--- config.mk ---
export PLATFORM = sky130hd
export DESIGN_NAME = imm_extend_pipe_flat
export DESIGN_NICKNAME = d
export VERILOG_FILES = /design/src/rtl/imm_extend_if.sv /design/src/rtl/imm_extend_pipe.sv /design/src/flat_wrapper.sv
export SDC_FILE = /design/constraint.sdc
export NUM_CORES = 1
export LEC_CHECK = 0
export CELL_PAD_IN_SITES_DETAIL_PLACEMENT = 1
export CELL_PAD_IN_SITES_GLOBAL_PLACEMENT = 1
export CORE_ASPECT_RATIO = 1.4
export CORE_MARGIN = 4
export CORE_UTILIZATION = 42
export CTS_CLUSTER_DIAMETER = 100
export DETAILED_ROUTE_END_ITERATION = 12
export PLACE_DENSITY_LB_ADDON = 0.1
export SLEW_MARGIN = 20
export SYNTH_ARGS = -nofsm -noshare
export SYNTH_HDL_FRONTEND = slang
export SYNTH_SLANG_ARGS = --single-unit
--- constraint.sdc ---
create_clock -name clk -period 5.1 [get_ports clk]
set_clock_uncertainty 0.05 [all_clocks]
set_input_delay 1.02 -clock clk [delete_from_list [all_inputs] [get_ports clk]]
set_output_delay 1.02 -clock clk [all_outputs]
set_load 0.01 [all_outputs]
--- src/rtl/imm_extend_if.sv ---
// Request/result bundle for the immediate-extension pipe.
// The master drives requests and result acceptance; the slave is the pipe itself.
interface imm_extend_if #(
    parameter int XLEN = 32,
    parameter int TAGW = 8
);
    logic            in_valid;
    logic            in_ready;
    logic [31:7]     instr;
    logic [2:0]      immsrc;
    logic [TAGW-1:0] in_tag;
    logic            out_valid;
    logic            out_ready;
    logic [XLEN-1:0] immext;
    logic [TAGW-1:0] out_tag;
    logic            out_err;
    logic [7:0]      err_count;

    modport master (
        output in_valid, instr, immsrc, in_tag, out_ready,
        input  in_ready, out_valid, immext, out_tag, out_err, err_count
    );

    modport slave (
        input  in_valid, instr, immsrc, in_tag, out_ready,
        output in_ready, out_valid, immext, out_tag, out_err, err_count
    );
endinterface

--- src/rtl/imm_extend_pipe.sv ---
// RISC-V immediate extension with a 2-entry in-order result FIFO.
// The FIFO is a head/tail register pair so the outputs come straight from
// flops; the head is cleared whenever it empties so idle outputs read zero.
module imm_extend_pipe #(
    parameter int XLEN = 32,
    parameter int TAGW = 8
) (
    input  logic        clk,
    input  logic        rst_n,
    imm_extend_if.slave bus
);
    localparam int EW = XLEN + TAGW + 1;

    logic [XLEN-1:0] imm_s;
    logic            err_s;
    logic            sign_s;
    logic [EW-1:0]   entry_s;
    logic            push_s;
    logic            pop_s;

    logic [1:0]      count_r;
    logic [1:0]      count_nxt_s;
    logic [EW-1:0]   head_r;
    logic [EW-1:0]   head_nxt_s;
    logic [EW-1:0]   tail_r;
    logic [EW-1:0]   tail_nxt_s;
    logic            valid_r;
    logic            ready_r;
    logic [7:0]      err_count_r;
    logic [7:0]      err_count_nxt_s;

    // Decode the immediate format selected by immsrc into an XLEN-wide value.
    always_comb begin
        sign_s = bus.instr[31];
        imm_s  = {XLEN{1'b0}};
        err_s  = 1'b0;
        case (bus.immsrc)
            3'b000: begin
                imm_s        = {XLEN{sign_s}};
                imm_s[11:0]  = bus.instr[31:20];
            end
            3'b001: begin
                imm_s        = {XLEN{sign_s}};
                imm_s[11:0]  = {bus.instr[31:25], bus.instr[11:7]};
            end
            3'b010: begin
                imm_s        = {XLEN{sign_s}};
                imm_s[12:0]  = {sign_s, bus.instr[7], bus.instr[30:25], bus.instr[11:8], 1'b0};
            end
            3'b011: begin
                imm_s        = {XLEN{sign_s}};
                imm_s[31:0]  = {bus.instr[31:12], 12'd0};
            end
            3'b100: begin
                imm_s        = {XLEN{sign_s}};
                imm_s[20:0]  = {sign_s, bus.instr[19:12], bus.instr[20], bus.instr[30:21], 1'b0};
            end
            3'b101: begin
                imm_s[4:0]   = bus.instr[19:15];
            end
            3'b110: begin
                // RV64 shift amounts carry one extra bit.
                if (XLEN == 64) begin
                    imm_s[5:0] = bus.instr[25:20];
                end else begin
                    imm_s[4:0] = bus.instr[24:20];
                end
            end
            3'b111: begin
                err_s = 1'b1;
            end
            default: begin
                err_s = 1'b1;
            end
        endcase
    end

    assign entry_s = {imm_s, bus.in_tag, err_s};
    assign push_s  = bus.in_valid && ready_r;
    assign pop_s   = valid_r && bus.out_ready;

    // FIFO next-state: accept/consume combinations over the head/tail pair.
    always_comb begin
        count_nxt_s = count_r;
        head_nxt_s  = head_r;
        tail_nxt_s  = tail_r;
        case ({push_s, pop_s})
            2'b10: begin
                case (count_r)
                    2'd0: begin
                        head_nxt_s  = entry_s;
                        count_nxt_s = 2'd1;
                    end
                    2'd1: begin
                        tail_nxt_s  = entry_s;
                        count_nxt_s = 2'd2;
                    end
                    default: begin
                        count_nxt_s = count_r;
                    end
                endcase
            end
            2'b01: begin
                if (count_r == 2'd2) begin
                    head_nxt_s  = tail_r;
                    tail_nxt_s  = {EW{1'b0}};
                    count_nxt_s = 2'd1;
                end else begin
                    head_nxt_s  = {EW{1'b0}};
                    count_nxt_s = 2'd0;
                end
            end
            2'b11: begin
                // Only reachable with one entry: the new request becomes head.
                head_nxt_s = entry_s;
            end
            default: begin
                count_nxt_s = count_r;
            end
        endcase
    end

    // Saturating count of accepted illegal-format requests.
    always_comb begin
        if (push_s && (bus.immsrc == 3'b111) && (err_count_r != 8'd255)) begin
            err_count_nxt_s = err_count_r + 8'd1;
        end else begin
            err_count_nxt_s = err_count_r;
        end
    end

    // FIFO storage, occupancy flags and error counter registers.
    always_ff @(posedge clk or negedge rst_n) begin
        if (!rst_n) begin
            count_r     <= 2'd0;
            head_r      <= {EW{1'b0}};
            tail_r      <= {EW{1'b0}};
            valid_r     <= 1'b0;
            ready_r     <= 1'b1;
            err_count_r <= 8'd0;
        end else begin
            count_r     <= count_nxt_s;
            head_r      <= head_nxt_s;
            tail_r      <= tail_nxt_s;
            valid_r     <= (count_nxt_s != 2'd0);
            ready_r     <= (count_nxt_s != 2'd2);
            err_count_r <= err_count_nxt_s;
        end
    end

    assign bus.in_ready  = ready_r;
    assign bus.out_valid = valid_r;
    assign bus.immext    = head_r[EW-1 -: XLEN];
    assign bus.out_tag   = head_r[TAGW:1];
    assign bus.out_err   = head_r[0];
    assign bus.err_count = err_count_r;
endmodule
--- src/flat_wrapper.sv ---
// flat-port wrapper written by rule: the top's interface ports become plain ports
module imm_extend_pipe_flat 
#(
    parameter int XLEN = 32,
    parameter int TAGW = 8
)
  (clk, rst_n, bus_in_valid, bus_instr, bus_immsrc, bus_in_tag, bus_out_ready, bus_in_ready, bus_out_valid, bus_immext, bus_out_tag, bus_out_err, bus_err_count);
  imm_extend_if #(.XLEN(XLEN), .TAGW(TAGW)) bus_i ();
  input  logic clk;
  input  logic rst_n;
  input wire logic [$bits(bus_i.in_valid)-1:0] bus_in_valid;
  input wire logic [$bits(bus_i.instr)-1:0] bus_instr;
  input wire logic [$bits(bus_i.immsrc)-1:0] bus_immsrc;
  input wire logic [$bits(bus_i.in_tag)-1:0] bus_in_tag;
  input wire logic [$bits(bus_i.out_ready)-1:0] bus_out_ready;
  output wire logic [$bits(bus_i.in_ready)-1:0] bus_in_ready;
  output wire logic [$bits(bus_i.out_valid)-1:0] bus_out_valid;
  output wire logic [$bits(bus_i.immext)-1:0] bus_immext;
  output wire logic [$bits(bus_i.out_tag)-1:0] bus_out_tag;
  output wire logic [$bits(bus_i.out_err)-1:0] bus_out_err;
  output wire logic [$bits(bus_i.err_count)-1:0] bus_err_count;
  assign bus_i.in_valid = bus_in_valid;
  assign bus_i.instr = bus_instr;
  assign bus_i.immsrc = bus_immsrc;
  assign bus_i.in_tag = bus_in_tag;
  assign bus_i.out_ready = bus_out_ready;
  assign bus_in_ready = bus_i.in_ready;
  assign bus_out_valid = bus_i.out_valid;
  assign bus_immext = bus_i.immext;
  assign bus_out_tag = bus_i.out_tag;
  assign bus_out_err = bus_i.out_err;
  assign bus_err_count = bus_i.err_count;
  imm_extend_pipe #(.XLEN(XLEN), .TAGW(TAGW)) u_core (.clk(clk), .rst_n(rst_n), .bus(bus_i));
endmodule
==> flow_metrics.tcl <==
set metrics [dict create \
    tns_ns 0 \
    fillers 1219 \
    synth_top_family_by_area "compound AO/OA/AOI/OAI gates" \
    synthAdderAreaFrac 0.0252 \
    crit_family "simple AND/OR/NAND/NOR gates" \
    cts_buffer_depth 2 \
    hpwlAfterDp_mm 8.76 \
    worstPathArrival_ns 4.04 \
    antenna_cells 0 \
    wl_met3_um 587 \
    cts.sinks 94 \
    min_path_type "reg2reg" \
    detail-route-antenna-nets 0 \
    fin_crit_sh 0.752 \
    fmax_ghz 0.261 \
    numCtsBuffers 9 \
    routabilityCongestion 0.796 \
    cpPeakStageDelay_ns 0.73 \
    first_iter_violations 161 \
    report.final.hold_viol_count 0 \
    tightest_slew_ns 0.960 \
    die_w_um 94.7 \
    insertion_delay_ns 0.34 \
    start_util 0.427 \
    cpMostUsedCell "nand2_1" \
    drive_gt1_frac 0.0758 \
    route.detailed.drc 0 \
    vias 3742 \
    grt_pass1_wl_mm 20.9 \
    synth_top_area_frac 0.527 \
    die_area_mm2 0.0122 \
    setup_viol 0 \
    grt.total_usage 0.221 \
    p_leak_nw 2.42 \
    hold_depth 2 \
    grt_max_degree 59 \
    syn_area_mm2 0.00442 \
    syn-mean-instance-area_um2 9.54 \
    yosysMostFrequentCell "dfrtp_1" \
    multi_input_area_mm2 0.00187 \
    synth_commonest_cells "93 x dfrtp_1, 75 x nand2_1, 58 x a21oi_1, 43 x o21ai_0, 31 x nor2_1" \
    nets 584 \
    synth_area_leaders "dfrtp_1 53%, a21oi_1 6.6%, nand2_1 6.4%" \
    synth-xor-area-share 0.00992 \
    coreArea_mm2 0.0103 \
    num_rows 44 \
    seq_area_frac_synth 0.533 \
    grt.overflow.total 0 \
    synthesis.nets 511 \
    rsz0062_at_grt "false" \
    path_buf_inv 1 \
    io_buffers 90 \
    synth_mux_area_frac 0.0303 \
    worstSetupPathType "in2reg" \
    max-vdd-ir-drop_mv 0.282 \
    clkTransAtPathRegs_ns 0.07 \
    syn_to_final_growth_pct 28.8 \
    slew_viol_final 0 \
    power_mw 3.32 \
    worstPathRequired_ns 5.30 \
    yosys_warnings 0 \
    relSlewSlack 0.360 \
    path_depth 7 \
    root_buffer "clkbuf_16" \
    end_kind "flop" \
    synth_compound_area_frac 0.207 \
    met1_length_mm 5.36 \
    cp_max_fo 18 \
    viasPerCell 5.51 \
    cp_slowest_cell "nor3_2" \
    cp-start-kind "input pin" \
    hold_start "u_core.head_r[36]" \
    path_cells "clkdlybuf4s50_1, nand2_1, ha_1, nor2b_4, nor3_2, nand2_1, o21ai_0" \
    first_pass_iters 4 \
    cts_tree "built" \
    ys.flop_type "dfrtp_1" \
    top_level_ports 91 \
    synthArstFlopShare 1.00 \
    post_synth_num_cell_types 48 \
    yosysTopAreaCell "dfrtp_1" \
    htreeDepth 3 \
    grt_pass1_vias 4024 \
    synth_cells 463 \
    ff2ff_path_depth 6 \
    synthSimpleGateAreaFrac 0.149 \
    cts_setup_buffers 0 \
    hold_buffers 0 \
    holdPathEnd "u_core.head_r[36]" \
    routed-wl-met2_mm 6.61 \
    top_layer_used "met4" \
    fin_crit_ns 3.84 \
    maxCapViolations 0 \
    status "finished clean" \
    drt-total-wl_mm 12.8 \
    reg2reg_to "u_core.tail_r[24]" \
    synth-seq-cells 94 \
    powerDensity_mw_per_mm2 584 \
    chipHeight_um 129 \
    routedWlPerCell_um 18.8 \
    regToRegSetupSlack_ns 1.87 \
    cts_resized 0 \
    regArea_mm2 0.00235 \
    r2r-start "u_core.bus.in_ready" \
    synth-edff-count 0 \
    grt_antenna_before_repair 0 \
]
==> cell usage in the layout, fill, tap and decap left out, types with 2 or more instances in the layout <==
cell type,n
a21o_1,3
a21oi_1,57
a221oi_1,19
a222oi_1,4
a22o_1,5
and2_1,2
and3_1,2
and3b_1,2
buf_4,7
clkbuf_16,9
clkbuf_8,2
clkdlybuf4s50_1,89
clkinv_2,2
dfrtp_1,93
ha_1,8
inv_1,10
mux2_2,11
nand2_1,75
nand2b_1,2
nand3_1,4
nand4_1,2
nor2_1,31
nor2b_1,12
nor3_1,3
o21ai_0,43
o21ai_1,10
o22ai_1,5
xnor2_1,4
==> sequential cells by signal, summed over array words and instances, names as in the netlist <==
signal	flops
u_core.bus.in_ready	1
u_core.bus.err_count	8
u_core.count_r	2
u_core.tail_r	41
u_core.head_r	41
u_core.bus.out_valid	1
==> power by group <==
part / leakage, nW / internal [mW] / switching (mW)
clock: 0.152 / 0.407 / 0.288
combinational: 1.08 / 0.626 / 0.723
sequential: 1.19 / 1.08 / 0.198
==> cell families after synthesis <==
kind of cell               count (synthesis)
buffers and inverters                     44
AOI/OAI and AO/OA                        154
adders and majority gates                  9
and+or+nand+nor                          145
xor gates and xnor gates                   5
muxes                                     12
DFF                                       94
==> worst max-delay path by stage <==
stage / from / to / slack [ns]
after floorplan: bus_out_ready / u_core.tail_r[29] / 2.54
after global placement: bus_in_valid / u_core.tail_r[23] / 1.07
after detailed placement: bus_in_valid / u_core.tail_r[30] / 0.88
after CTS: bus_in_valid / u_core.tail_r[30] / 1.25
after global routing: bus_in_valid / u_core.tail_r[30] / 0.91
final: bus_in_valid / u_core.tail_r[24] / 1.26
==> per-layer routing <==
| metal | up-vias | global-route usage |
|---|---|---|
| met2 | 83 | 0.380 |
| met3 | 14 | 0.0436 |
| li1 | 1771 | - |
| met5 | - | 0 |
| met4 | 0 | 0.0756 |
| met1 | 1874 | 0.276 |
==> final cells by class <==
cell class	instances	area share
Sequential cell	94	0.414
Multi-Input combinational cell	325	0.329
Timing Repair Buffer	96	0.166
Clock buffer	11	0.0444
Tap cell	138	0.0304
Clock inverter	5	0.00990
Inverter	10	0.00660
==> worst register-to-register path, delay by kind of cell (launching register included) <==
family | cells | cell delay [ns]
fa+ha+maj | 1 | 0.47
simple gates | 4 | 1.73
flops | 1 | 0.53
compound gates | 1 | 0.35
==> metrics by stage <==
step / setup slack (ns) / cell area (um2) / instances / util / hold slack [ns]
global placement: 1.07 / 5380 / 663 / 0.520 / 0.412
global route: 0.915 / 5690 / 679 / 0.549 / 0.456
detailed placement: 0.884 / 5380 / 663 / 0.520 / 0.419
finish: 1.26 / 5690 / 679 / 0.549 / 0.426
floorplan: 2.54 / 4420 / 463 / - / 0.398
CTS: 1.25 / 5690 / 679 / 0.549 / 0.433
(Power assumes the default switching activity.)
